===== src/rtl/keystream_gen_32.sv =====
// Galois-LFSR keystream generator: emits one 32-bit word per burst slot, one
// LFSR bit per clock, handed to the consumer over a valid/ready handshake.
module keystream_gen_32 #(
  parameter logic [31:0] POLY    = 32'h80200003,
  parameter int          COUNT_W = 16
) (
  input  logic               i_clk,
  input  logic               i_rst,
  input  logic               i_seed_load,
  input  logic [31:0]        i_seed,
  input  logic               i_start,
  input  logic [COUNT_W-1:0] i_num_words,
  output logic [31:0]        o_ks_word,
  output logic               o_ks_valid,
  input  logic               i_ks_ready,
  output logic               o_busy,
  output logic               o_done
);

  typedef enum logic [1:0] {IDLE, GEN, HOLD, FIN} state_t;

  state_t             r_state;
  state_t             w_next_state;
  logic [31:0]        r_lfsr;
  logic [31:0]        r_shift;
  logic [31:0]        r_ks_word;
  logic               r_ks_valid;
  logic [4:0]         r_bit_cnt;
  logic [COUNT_W-1:0] r_word_cnt;
  logic [COUNT_W-1:0] r_num_words;

  logic               w_bit;
  logic [31:0]        w_lfsr_next;
  logic [31:0]        w_shift_next;
  logic               w_handshake;
  logic [COUNT_W:0]   w_word_cnt_inc;
  logic               w_last_word;

  assign w_bit       = r_lfsr[0];
  assign w_lfsr_next = (r_lfsr >> 1) ^ (w_bit ? POLY : 32'h0);
  assign w_handshake = r_ks_valid & i_ks_ready;

  // Extra bit keeps the end-of-burst compare exact even at the maximum count.
  assign w_word_cnt_inc = {1'b0, r_word_cnt} + {{COUNT_W{1'b0}}, 1'b1};
  assign w_last_word    = (w_word_cnt_inc == {1'b0, r_num_words});

  assign o_ks_word  = r_ks_word;
  assign o_ks_valid = r_ks_valid;

  always_comb begin
    w_shift_next            = r_shift;
    w_shift_next[r_bit_cnt] = w_bit;
  end

  always_ff @(posedge i_clk) begin
    if (i_rst) r_state <= IDLE;
    else       r_state <= w_next_state;
  end

  always_comb begin
    w_next_state = r_state;
    o_busy       = 1'b0;
    o_done       = 1'b0;
    case (r_state)
      IDLE: begin
        if (i_start) w_next_state = (i_num_words != '0) ? GEN : FIN;
      end
      GEN: begin
        o_busy = 1'b1;
        if (r_bit_cnt == 5'd31) w_next_state = HOLD;
      end
      HOLD: begin
        o_busy = 1'b1;
        if (w_handshake) w_next_state = w_last_word ? FIN : GEN;
      end
      FIN: begin
        o_done       = 1'b1;
        w_next_state = IDLE;
      end
      default: w_next_state = IDLE;
    endcase
  end

  // A zero seed would lock the LFSR at zero forever, so it is replaced by 1.
  always_ff @(posedge i_clk) begin
    if (i_rst) begin
      r_lfsr      <= 32'h00000001;
      r_shift     <= '0;
      r_ks_word   <= '0;
      r_ks_valid  <= 1'b0;
      r_bit_cnt   <= '0;
      r_word_cnt  <= '0;
      r_num_words <= '0;
    end else begin
      case (r_state)
        IDLE: begin
          if (i_seed_load) r_lfsr <= (i_seed == 32'h0) ? 32'h00000001 : i_seed;
          if (i_start) begin
            r_num_words <= i_num_words;
            r_word_cnt  <= '0;
            r_bit_cnt   <= '0;
            r_shift     <= '0;
          end
        end
        GEN: begin
          r_lfsr    <= w_lfsr_next;
          r_shift   <= w_shift_next;
          r_bit_cnt <= r_bit_cnt + 5'd1;
          if (r_bit_cnt == 5'd31) begin
            r_ks_word  <= w_shift_next;
            r_ks_valid <= 1'b1;
          end
        end
        HOLD: begin
          if (w_handshake) begin
            r_ks_valid <= 1'b0;
            r_word_cnt <= r_word_cnt + {{(COUNT_W-1){1'b0}}, 1'b1};
          end
        end
        default: ;
      endcase
    end
  end

endmodule


===== config.mk =====
export PLATFORM = sky130hd
export DESIGN_NAME = keystream_gen_32
export DESIGN_NICKNAME = d
export VERILOG_FILES = /design/src/rtl/keystream_gen_32.sv
export SDC_FILE = /design/constraint.sdc
export NUM_CORES = 1
export LEC_CHECK = 0
export ABC_AREA = 1
export ABC_CLOCK_PERIOD_IN_PS = 1900
export CAP_MARGIN = 25
export CORE_UTILIZATION = 40
export CTS_CLUSTER_DIAMETER = 150
export CTS_CLUSTER_SIZE = 8
export DETAILED_ROUTE_END_ITERATION = 16
export PLACE_DENSITY = 0.65
export SLEW_MARGIN = 20
export SYNTH_ARGS = -nofsm -noshare
export SYNTH_HDL_FRONTEND = slang
export SYNTH_SLANG_ARGS = --single-unit

===== constraint.sdc =====
create_clock -name i_clk -period 1.9 [get_ports i_clk]
set_input_delay 0.57 -clock i_clk [delete_from_list [all_inputs] [get_ports i_clk]]
set_output_delay 0.57 -clock i_clk [all_outputs]
set_load 0.1 [all_outputs]

==> results.py <==
metrics = {
    "floorplanning": {
        "num_rows": 46,
        "core_area_sq_um": 15900,
        "die_y_microns": 130,
        "start_util": 0.412,
        "dieArea_sq_um": 17000,
        "fp.dieW_microns": 130,
        "pin_count": 88,
    },
    "clocking": {
        "cts_max_path_buffers": 2,
        "hold_buffers": 0,
        "clock-sinks": 136,
        "htree_levels": 4,
        "tritoncts": "yes",
        "cts-buffers-inserted": 17,
        "root_buffer": "clkbuf_16",
        "insertion_delay_ns": 0.42,
        "clkSlewWorstSetupHoldPaths_ns": 0.06,
    },
    "final_layout": {
        "fill_cells": 1504,
        "postLayoutCoreUtil": 0.568,
        "fin_cells": 1326,
        "drive_above_1_share": 0.141,
        "area_growth_pct": 37.8,
        "final_area_sq_um": 9060,
        "num_antenna_cells": 0,
        "finalNetCount": 1161,
    },
    "worst_hold_path": {
        "hold_start": "r_shift[16]",
        "hp-class": "reg -> reg",
    },
    "global_routing": {
        "busiest_layer": "met2",
        "grt_pass1_wl_microns": 28000,
        "track_usage": 0.209,
        "met2_usage": 0.353,
        "grt_use_met1": 0.266,
        "grt_pass1_vias": 5945,
        "antenna_found_initial": 1,
        "grt_max_degree": 86,
        "grt_remaining_overflow": 0,
        "use_met3": 0.0451,
    },
    "timing": {
        "tightest_slew_ns": 0.560,
        "finalSetupTns_ns": 0,
        "rsz0062_at_grt": "true",
        "finalHoldViolCount": 0,
        "slew_viol_final": 0,
        "fmax_ghz": 0.539,
        "finalSetupViolations": 0,
        "period_share": 0.977,
        "skew_ns": 0.00729,
        "relSlewSlack": 0.626,
        "final.min_clock_period_ns": 1.86,
        "setup_slack_ns": 0.0433,
    },
    "run": {
        "cap_viol_max_count": 0,
    },
    "outcome": {
        "status": "finished, final reports clean",
    },
    "worst_setup_path": {
        "timing.rr.start": "r_word_cnt[0]",
        "critPathCaptureType": "output port",
        "required_ns": 1.33,
        "worstSetupStartpointType": "flop",
        "cpLargestDelayFamily": "flip-flops",
        "cp_cell_sequence": "inv_1, ha_4, buf_12",
        "startpoint": "r_state[1]",
        "crit_buf_inv": 2,
        "max_stage_delay_ns": 0.34,
        "crit_path_max_fanout": 3,
        "cp.arrival_ns": 1.29,
        "cpMaxStageDelayCell": "dfxtp_2",
        "path_class": "reg -> out",
    },
    "placed_design": {
        "dp_cells": 1293,
        "place.gp.congestion": 0.828,
        "dp_hpwl_microns": 11300,
        "place_area_sq_um": 8270,
        "io_buffer_count": 87,
        "dp_slack_ns": -0.139,
    },
    "drt": {
        "drt_wl_total_microns": 16800,
        "drt_iter0_drc": 448,
        "wl_per_cell_microns": 12.7,
        "drtAntennaViolNets": 0,
        "num_vias": 6624,
        "dr.pass1.iters": 5,
        "drc": 0,
        "vias_per_cell": 5.00,
    },
    "synth": {
        "syn-cell-area_sq_um": 6580,
        "ys_types": 28,
        "yosysWarningCount": 0,
        "syn_area_per_cell_sq_um": 6.61,
        "ys_seq_area_frac": 0.414,
        "syn_nets": 1057,
        "ys_ff_latch": 136,
        "synthCells": 994,
    },
    "power_and_ir_drop": {
        "power_density_nw_per_um2": 1160,
        "p_leak_nw": 3.74,
        "ir_drop_mv": 0.724,
    },
}
[where the power goes]
part	internal (mW)	total (mW)	leakage (nW)	switching (mW)
logic	1.19	3.16	2.30	1.97
registers	3.26	3.46	1.11	0.203
clock network	2.65	3.90	0.331	1.25
[cell usage in the layout (no fill, tap or decap), drive strengths merged, types with 14 or more instances in the layout]
cell | netlist | final
a21oi | 142 | 142
a31oi | 14 | 14
buf | 15 | 86
clkbuf | 37 | 19
clkdlybuf4s50 | 0 | 51
dfxtp | 136 | 136
inv | 92 | 92
nand2 | 238 | 238
nand3 | 43 | 43
nor2 | 130 | 130
o21ai | 104 | 104
[sequential cells by signal, summed over array words and instances (netlist names)]
signal	count
r_shift	32
r_lfsr	32
r_state	2
o_ks_valid	1
r_bit_cnt	5
o_ks_word	32
r_num_words	16
r_word_cnt	16
[timing repair]
action,in CTS,in global routing
endpoints found under the setup margin,1,4
pin swaps,0,7
buffers inserted,0,2
gates resized for setup,2,21
[synth_stat cells, drive strengths merged]
master,number,area [sq um]
nand2,238,898
a21oi,142,714
dfxtp,136,2720
nor2,130,526
o21ai,104,521
inv,92,345
nand3,43,215
clkbuf,37,139
buf,15,67.6
a31oi,14,87.6
ha,10,125
nor4,10,62.6
nand4,7,43.8
nor3,5,25.0
o211ai,4,30.0
or2,2,12.5
a211oi,1,7.51
a221oi,1,8.76
a311oi,1,8.76
nand3b,1,7.51
o21bai,1,7.51
[area by class of cell]
cell class / instances / area, sq um / area share
multi-input cells: 714 / 3370 / 0.372
flip-flops and latches: 136 / 2730 / 0.301
repair buffers: 137 / 1650 / 0.182
clock buffers: 19 / 453 / 0.0500
inverters: 92 / 345 / 0.0381
well taps: 216 / 270 / 0.0298
clock inverters: 12 / 246 / 0.0272
[path summary, 6_finish.rpt]
check | endpoint | slack [ns] | cells past startpoint
min reg2reg | r_shift[16] | 0.46 | 2
max | o_busy | 0.04 | 3
min | r_shift[16] | 0.46 | 2
max reg2reg | r_state[1] | 0.13 | 13
[worst register-to-register path, delay by kind of cell (launching register included)]
| family | cells | cell delay [ns] |
|---|---|---|
| adder cells (fa/ha/maj) | 1 | 0.19 |
| AND/OR/NAND/NOR | 11 | 1.08 |
| flip-flops | 1 | 0.33 |
| AO/OA/AOI/OAI | 1 | 0.11 |
[routing by layer]
layer  up-vias  routed length [microns]
li1       3465                        -
met5         -                       13
met3        18                      614
met2       110                     8220
met1      3029                     7850
met4         2                      131
[kinds of logic after synthesis]
logic type	share of synthesized area
AO/OA/AOI/OAI	0.211
adder cells (fa/ha/maj)	0.0190
buffers and inverters	0.0839
flip-flops	0.414
AND/OR/NAND/NOR	0.272
[metrics by stage]
stage	hold WS, ns	power, mW
detailed placement	0.454	6.60
global route	0.485	11.1
global placement	0.450	6.58
finish	0.462	10.5
CTS	0.463	10.6
floorplan	0.444	5.45
(Power assumes the default switching activity.)
